File: config.mk
export PLATFORM = sky130hd
export DESIGN_NAME = mux_n_to_1_scan
export DESIGN_NICKNAME = d
export VERILOG_FILES = /design/src/rtl/mux_n_to_1_scan.sv
export SDC_FILE = /design/constraint.sdc
export NUM_CORES = 1
export LEC_CHECK = 0
export CAP_MARGIN = 20
export CORE_UTILIZATION = 40
export CTS_BUF_LIST = sky130_fd_sc_hd__clkbuf_2
export DETAILED_ROUTE_END_ITERATION = 8
export MAX_ROUTING_LAYER = met4
export PLACE_DENSITY_LB_ADDON = 0.1
export SYNTH_ARGS = -nofsm -noshare
export SYNTH_HDL_FRONTEND = slang
export SYNTH_SLANG_ARGS = --single-unit
File: constraint.sdc
create_clock -name clk -period 2.13 [get_ports clk]
set_input_delay 0.213 -clock clk [delete_from_list [all_inputs] [get_ports clk]]
set_output_delay 0.213 -clock clk [all_outputs]
set_load 0.05 [all_outputs]
File: src/rtl/mux_n_to_1_scan.sv
// N-channel, WIDTH-bit multiplexer with registered output. Channels are picked
// by `sel` (manual) or by an internal round-robin sequencer that holds each channel DWELL cycles (scan).
//
// state  | meaning
// MANUAL | channel taken from sel; ptr/cnt parked at 0
// SCAN   | channel taken from ptr; cnt counts cycles spent on the current channel
module mux_n_to_1_scan #(
  parameter int WIDTH = 8,
  parameter int N     = 4,
  parameter int DWELL = 4,
  localparam int SEL_W = $clog2(N)
) (
  input  logic               clk,
  input  logic               reset,
  input  logic [N*WIDTH-1:0] in_bus,
  input  logic [SEL_W-1:0]   sel,
  input  logic               mode,
  input  logic               en,
  output logic [WIDTH-1:0]   out,
  output logic [SEL_W-1:0]   out_ch,
  output logic               out_valid,
  output logic               scan_wrap
);

  localparam int CNT_W = (DWELL > 1) ? $clog2(DWELL) : 1;

  typedef enum logic {MANUAL = 1'b0, SCAN = 1'b1} state_t;

  state_t             state;
  logic [SEL_W-1:0]   ptr;
  logic [CNT_W-1:0]   cnt;

  logic [SEL_W-1:0]   cur_ptr;
  logic [CNT_W-1:0]   cur_cnt;
  logic [WIDTH-1:0]   man_data;
  logic [WIDTH-1:0]   scan_data;
  logic               sel_ok;
  logic               dwell_done;
  logic               ptr_last;

  // Entering scan from manual always starts fresh at channel 0 with a full dwell.
  always_comb begin
    cur_ptr   = (state == SCAN) ? ptr : '0;
    cur_cnt   = (state == SCAN) ? cnt : '0;
    man_data  = '0;
    scan_data = '0;
    sel_ok    = (int'(sel) < N);
    for (int k = 0; k < N; k++) begin
      if (int'(sel) == k)
        man_data = in_bus[k*WIDTH +: WIDTH];
      if (int'(cur_ptr) == k)
        scan_data = in_bus[k*WIDTH +: WIDTH];
    end
    dwell_done = (cur_cnt == CNT_W'(DWELL - 1));
    ptr_last   = (cur_ptr == SEL_W'(N - 1));
  end

  always_ff @(posedge clk or posedge reset) begin
    if (reset) begin
      state     <= MANUAL;
      ptr       <= '0;
      cnt       <= '0;
      out       <= '0;
      out_ch    <= '0;
      out_valid <= 1'b0;
      scan_wrap <= 1'b0;
    end else if (!en) begin
      scan_wrap <= 1'b0;
    end else if (mode) begin
      state     <= SCAN;
      out       <= scan_data;
      out_ch    <= cur_ptr;
      out_valid <= 1'b1;
      if (dwell_done) begin
        cnt       <= '0;
        ptr       <= ptr_last ? '0 : cur_ptr + SEL_W'(1);
        scan_wrap <= ptr_last;
      end else begin
        cnt       <= cur_cnt + CNT_W'(1);
        ptr       <= cur_ptr;
        scan_wrap <= 1'b0;
      end
    end else begin
      // Leaving scan (or staying manual): a pending dwell expiry is discarded.
      state     <= MANUAL;
      ptr       <= '0;
      cnt       <= '0;
      scan_wrap <= 1'b0;
      if (sel_ok) begin
        out       <= man_data;
        out_ch    <= sel;
        out_valid <= 1'b1;
      end else begin
        out_valid <= 1'b0;
      end
    end
  end

endmodule

==> results of run 1 <==
==> report_power, final <==
group	internal [mW]	switching (mW)	total, mW
Combinational	0.163	0.179	0.342
Sequential	0.353	0.0154	0.368
Clock	0.0497	0.117	0.166
==> layout make-up <==
cell class | count | area [um^2] | share of cell area
Clock buffer | 4 | 20.02 | 0.01171
Sequential cell | 17 | 425.4 | 0.2489
Tap cell | 31 | 38.79 | 0.02269
Inverter | 9 | 33.78 | 0.01977
Timing Repair Buffer | 53 | 520.5 | 0.3045
Multi-Input combinational cell | 82 | 670.6 | 0.3924
==> final timing paths <==
check                           from        end
hold reg to reg            out_valid  out_valid
hold / removal                 reset     out[2]
min in group clk           out_valid  out_valid
setup reg to reg               state     out[3]
max in group asynchronous      reset     out[6]
setup / recovery               state     out[3]
==> per-layer routing <==
| metal | part of all wire | GRT usage | up-vias |
|---|---|---|---|
| met5 | 0 | - | - |
| met4 | 0.015 | 0.07666 | 0 |
| li1 | - | - | 540 |
| met1 | 0.42 | 0.2715 | 568 |
| met3 | 0.079 | 0.03687 | 5 |
| met2 | 0.48 | 0.3639 | 52 |
==> flip-flops by register name, summed over array words and instances, names as in the netlist <==
signal and flops:
out_ch 2, state 1, cnt 2, out_valid 1, scan_wrap 1, out 8, ptr 2
==> cells in the mapped netlist <==
master    instances  area, um^2
dfrtp_1          17       425.4
nor2b_1          10       62.56
inv_1             9       33.78
a21oi_1           8       40.04
a221oi_1          8       70.07
mux4_2            8       180.2
o21ai_1           8       40.04
o221ai_1          8       70.07
nand2_1           7       26.28
ha_1              5       62.56
buf_2             4       20.02
nor2_1            4       15.01
a31oi_1           3       18.77
buf_1             2       7.510
clkbuf_2          2       10.01
o21ai_0           2       10.01
o22ai_1           2       12.51
or2_2             2       12.51
a32o_1            1       10.01
and2_1            1       6.260
and3_1            1       6.260
and3b_1           1       8.760
buf_6             1       11.26
clkbuf_1          1       3.750
nand2b_1          1       6.260
nand3_1           1       5.000
o31ai_1           1       7.510
==> worst register-to-register path, cell delays in order (launching register included) <==
cell      delay (ns)
dfrtp_1         0.43
nand2_1         0.13
inv_1           0.12
ha_1            0.38
nor2b_1         0.17
buf_4           0.19
a221oi_1        0.26
o21ai_1         0.08
==> stage by stage <==
stage | util | cells
finish | 0.6145 | 196
global route | 0.6145 | 196
CTS | 0.6145 | 196
detailed placement | 0.6073 | 192
global placement | 0.6073 | 192
floorplan | - | 118
==> cells in the final DEF, fill, tap and decap left out, types with 3 or more instances in the layout <==
| cell | count |
|---|---|
| a21oi_1 | 8 |
| clkdlybuf4s50_1 | 49 |
| o21ai_1 | 8 |
| nand2_1 | 7 |
| mux4_2 | 8 |
| ha_1 | 5 |
| inv_1 | 9 |
| o221ai_1 | 8 |
| clkbuf_2 | 4 |
| buf_4 | 4 |
| a31oi_1 | 3 |
| nor2_1 | 4 |
| dfrtp_1 | 17 |
| nor2b_1 | 10 |
| a221oi_1 | 8 |
==> cells by family (layout without fill, tap and decap cells) <==
kind of cell               count (synthesis)  count (layout)  synth area share
AOI/OAI and AO/OA                         41              41            0.2360
DFF                                       17              17            0.3598
adders and majority gates                  5               5           0.05291
and+or+nand+nor                           28              28            0.1259
buffers and inverters                     19              66           0.07301
muxes                                      8               8            0.1524
==> metrics, run 1 <==
remaining design rule violation count 0; setup repair after global routing missed its margin no; final routed wire length divided by cell count 16.62 um; standard cell core area ~2800 um^2; Worst path top cell family by delay flip-flops; final clock period utilization by the worst path 0.8722; first-pass GRT wire length between 5000 and 6000 um; critical path data required time 2.35 ns; CP Max Fanout 9; quantity of hold-fixing buffers added after cts 0; crit path setup slack, layout 0.2723 ns; synthesized instance count around 120; slowest stage cell, crit path dfrtp_1; total power of the final layout slightly below 0.9 mW; number of optimization iterations in the first detailed-route pass 4; nets@finish between 200 and 250; endpoint arrival time on the critical path roughly 2.1 ns; ratio of total power to cell area a little over 500 nW/um^2; layout cells sized above 1 0.1091; number of vias after detailed routing roughly 1200; die area between 3000 and 4000 um^2; post-DP HPWL about 2500 um; cell depth of the worst setup path 7; number of buffers added by the clock tree synthesis step 3; average size of a mapped cell 10.02 um^2; slowest stage delay, CP 0.43 ns; IO Pins 50; Clk Latency, worst-skew pair between 0.3 and 0.4 ns; horizontal extent of the die between 50 and 60 um; worst hold slack after final layout roughly 0.26 ns; Row Count 19; slack of the worst reg-to-reg path 0.27 ns; run status complete, no violations; sum of routed wire length over all layers 3257 um; die height between 50 and 60 um; PortBufs 49; Hold Fails Final Rpt 0; area of the mapped netlist between 1000 and 1500 um^2; DR iter-0 viols 30; Max Slew Vio Count 0; design area about 1700 um^2; R2R cell count 7; sequential fraction of the synthesis area 0.3598; ANT nets after route 0; peak supply drop between 0.3 and 0.4 mV; Bufs and invs on worst path 2; Placer Congestion between 0.8 and 0.9; Synth Warn # 0; antenna violations before repair 0; initial cell density of the core 0.4251; maximum level of the CTS H-tree 1; number of vias per cell ~5.9; clock transition at the registers of the reported paths 0.19 ns; total global routing track utilization 0.2194; number of global-route vias before repair between 1000 and 1500; Synth-to-Final Area Change 44.55%; Setup Fix Bufs, Post-CTS 0; total overflow reported by the global router 0; clk_skew between 0.015 and 0.02 ns; Final setup viols 0; worst min-delay path category input pin to async pin; quantity of gates resized following cts 0; cell-by-cell listing of the critical path nand2_1 -> inv_1 -> ha_1 -> nor2b_1 -> buf_4 -> a221oi_1 -> o21ai_1; final period demand of the worst path 1.858 ns; total negative slack for setup checks 0 ns; max frequency ~540 MHz; nature of the critical path startpoint flop; net count of the mapped netlist about 160; flops & latches, synth 17; reported max-cap violation count 0; Root Buffer clkbuf_2; area of placed instances 1689 um^2; type of the setup path with the least slack flop to flop; static leakage 0.6864 nW; Setup Slack @ Placement approximately 0.32 ns; slew at the pin with the worst max-slew slack around 0.70 ns; fill cell count 257; Max-Slew Margin vs Limit 0.5360; antenna fix cells 0; CTS Buffer Depth 2; maximum number of pins on one net before global-route repair 18; Synth cell types 27; clock net sink count 17; Setup crit end kind flop; CTS tree done
(Power assumes the default switching activity.)
==> inputs of run 2 (changes only) <==
--- a/config.mk
+++ b/config.mk
@@ -6,7 +6,7 @@
 export NUM_CORES = 1
 export LEC_CHECK = 0
 export CAP_MARGIN = 20
-export CORE_UTILIZATION = 40
+export CORE_UTILIZATION = 39
 export CTS_BUF_LIST = sky130_fd_sc_hd__clkbuf_2
 export DETAILED_ROUTE_END_ITERATION = 8
 export MAX_ROUTING_LAYER = met4
==> constraint.sdc (replaced) <==
create_clock -name clk -period 1.63 [get_ports clk]
set_input_delay 0.163 -clock clk [delete_from_list [all_inputs] [get_ports clk]]
set_output_delay 0.163 -clock clk [all_outputs]
set_load 0.05 [all_outputs]
==> run 2 against run 1 <==
Net effect: the flow now finishes with violations (DRC); critical path depth is 1 lower; critical path type unchanged; hold slack worse by 0.10 ns; combinational power is 35% higher; die area is 2.5% higher; via count is 0.60% lower; critical endpoint is now out[1]; clock power is 22% higher; maximum frequency is 19% higher; worst setup slack worse by 0.20 ns; cell area is 7.6% higher; clock skew is 0.016 ns lower; routed wire length is 0.89% higher.
==> metrics, run 2 (synthesis gave the netlist of run 1 again) <==
run status finished with violations (was complete, no violations); violations in the final reports DRC; maximum level of the CTS H-tree 1 (unchanged); PortBufs 49 (unchanged); number of flip-flops in the largest register 8 (unchanged); Combinational Power Share 0.403 (was 0.390); total overflow reported by the global router 0 (unchanged); reported max-cap violation count 0 (unchanged); IO Pins 50 (unchanged); switching power 0.4044 mW (was 0.3111 mW); Clk Latency, worst-skew pair 0.29 ns (was 0.33 ns); slack of the worst reg-to-reg path 0.07 ns (was 0.27 ns); Synth-to-Final Area Change 55.56% (was 44.55%); DR iter-0 viols 27 (was 30); part of the power in the clock network 0.176 (was 0.190); final period demand of the worst path 1.556 ns (was 1.858 ns); standard cell core area 2805 um^2 (was 2781 um^2); sequential share of power 0.421 (was 0.420); antenna fix cells 0 (unchanged); number of vias after detailed routing 1158 (was 1165); quantity of hold-fixing buffers added after cts 0 (unchanged); peak supply drop 0.3626 mV (was 0.3838 mV); critical path data required time 1.83 ns (was 2.35 ns); worst hold slack after final layout 0.1525 ns (was 0.2558 ns); clock net sink count 17 (unchanged); slew at the pin with the worst max-slew slack 0.6687 ns (was 0.6952 ns); max frequency 642.5 MHz (was 538.3 MHz); Placer Congestion 0.8391 (was 0.8347); first-pass GRT wire length 5340 um (was 5278 um); RR Endpoint out[1] (was out[3]); Setup Fix Bufs, Post-CTS 0 (unchanged); Setup crit end kind flop (unchanged); CTS Buffer Depth 2 (unchanged); number of buffers added by the clock tree synthesis step 3 (unchanged); initial cell density of the core 0.4215 (was 0.4251); maximum number of pins on one net before global-route repair 22 (was 18); post-route insts no fill 202 (was 196); static leakage 0.7463 nW (was 0.6864 nW); die height 57.06 um (was 56.37 um); die area 3256 um^2 (was 3178 um^2); beginning of the worst register-to-register path state (unchanged); switching fraction of total power 0.3520 (was 0.3547); Max Slew Vio Count 0 (unchanged); Root Buffer clkbuf_2 (unchanged); commonest cells after routing, fill and taps aside 37 x clkdlybuf4s50_1, 20 x buf_4, 17 x dfrtp_1, 9 x nor2b_1 (was 49 x clkdlybuf4s50_1, 17 x dfrtp_1, 10 x nor2b_1, 9 x inv_1); cell-internal power 0.7446 mW (was 0.5661 mW); Row Count 19 (unchanged); R2R cell count 6 (was 7); fraction of the core area covered by cells at the end of the flow 0.6557 (was 0.6145); final clock period utilization by the worst path 0.9548 (was 0.8722); most common cell after layout, fill and taps aside clkdlybuf4s50_1 (unchanged); number of optimization iterations in the first detailed-route pass 6 (was 4); clock transition at the registers of the reported paths 0.17 ns (was 0.19 ns); Max-Slew Margin vs Limit 0.5533 (was 0.5360); nets@finish 215 (was 209); remaining design rule violation count 4 (was 0); sum of routed wire length over all layers 3286 um (was 3257 um); total negative slack for setup checks 0 ns (unchanged); layout cells sized above 1 0.3099 (was 0.1091); Final setup viols 0 (unchanged); CP Max Fanout 8 (was 9); worst min-delay path category input pin to async pin (unchanged); clk_skew 0.0007405 ns (was 0.01627 ns); ANT nets after route 0 (unchanged); total global routing track utilization 0.2212 (was 0.2194); endpoint arrival time on the critical path 1.75 ns (was 2.08 ns); number of vias per cell 5.733 (was 5.944); nature of the critical path startpoint flop (unchanged); number of cells in the design after placement 198 (was 192); ratio of total power to cell area 624.7 nW/um^2 (was 513.2 nW/um^2); final routed wire length divided by cell count 16.27 um (was 16.62 um); Hold Fails Final Rpt 0 (unchanged); antenna violations before repair 0 (unchanged); post-DP HPWL 2423 um (was 2454 um); largest reg by FF count out (unchanged); total power of the final layout 1.149 mW (was 0.8772 mW); horizontal extent of the die 57.06 um (was 56.37 um); number of global-route vias before repair 1203 (was 1152); setup repair after global routing missed its margin yes (was no); CTS tree done (unchanged); type of the setup path with the least slack flop to flop (unchanged)
-- run 2: changes by cell type in the layout (fill, tap and decap cells not counted), sizes merged --
cell	previous run	this run
clkdlybuf4s50	49	37
clkinvlp	0	1
buf	4	22
inv	9	8
-- run 2: how the worst max path moves through the flow --
stage / slack, ns / end / cells past startpoint / startpoint
3_5_place_dp: -0.06 / out[5] / 6 / state
4_1_cts: 0.04 / out[5] / 6 / state
6_report: 0.07 / out[1] / 6 / state
3_3_place_gp: -0.04 / out[0] / 5 / sel[0]
2_1_floorplan: 0.04 / out[0] / 7 / state
5_1_grt: -0.008 / out[6] / 7 / ptr[0]
-- run 2: power by group through the flow --
stage | clock (mW) | sequential, mW | combinational, mW
finish | 0.202 | 0.484 | 0.463
CTS | 0.210 | 0.483 | 0.453
detailed placement | 0 | 0.490 | 0.452
global route | 0.230 | 0.489 | 0.492
floorplan | 0 | 0.605 | 0.137
global placement | 0 | 0.489 | 0.447
-- run 2: metrics by stage --
step / setup slack (ns) / cell area (um^2)
final: 0.07363 / 1839
after global routing: -0.008206 / 1839
after CTS: 0.03737 / 1760
after detailed placement: -0.06218 / 1729
after global placement: -0.03682 / 1729
after floorplan: 0.03820 / 1182
-- run 2: repair_timing --
item	4_1_cts	5_1_grt
resized for setup	4	16
pin swaps	0	5
setup endpoints to repair	8	8
-- run 2: area by class of cell --
class	instances	area [um^2]
fill	234	965.9
tap	31	38.79
multi-input combinational	82	757.0
inverter	9	37.54
sequential	17	425.4
timing repair buffer	59	560.5
clock buffer	4	20.02
-- run 2: per-layer routing --
metal | global-route usage | up-vias | routed length [um]
li1 | - | 555 | -
met1 | 0.2656 | 557 | 1385
met2 | 0.3765 | 42 | 1698
met3 | 0.03855 | 4 | 172
met4 | 0.07317 | 0 | 29
met5 | - | - | 0
-- run 2: worst max-delay path, cell delays in order, from the launching register on --
cell and delay (ns):
dfrtp_1 0.44, nand2_1 0.10, inv_2 0.07, ha_1 0.22, or2_4 0.30, a221oi_1 0.23
o21ai_1 0.10
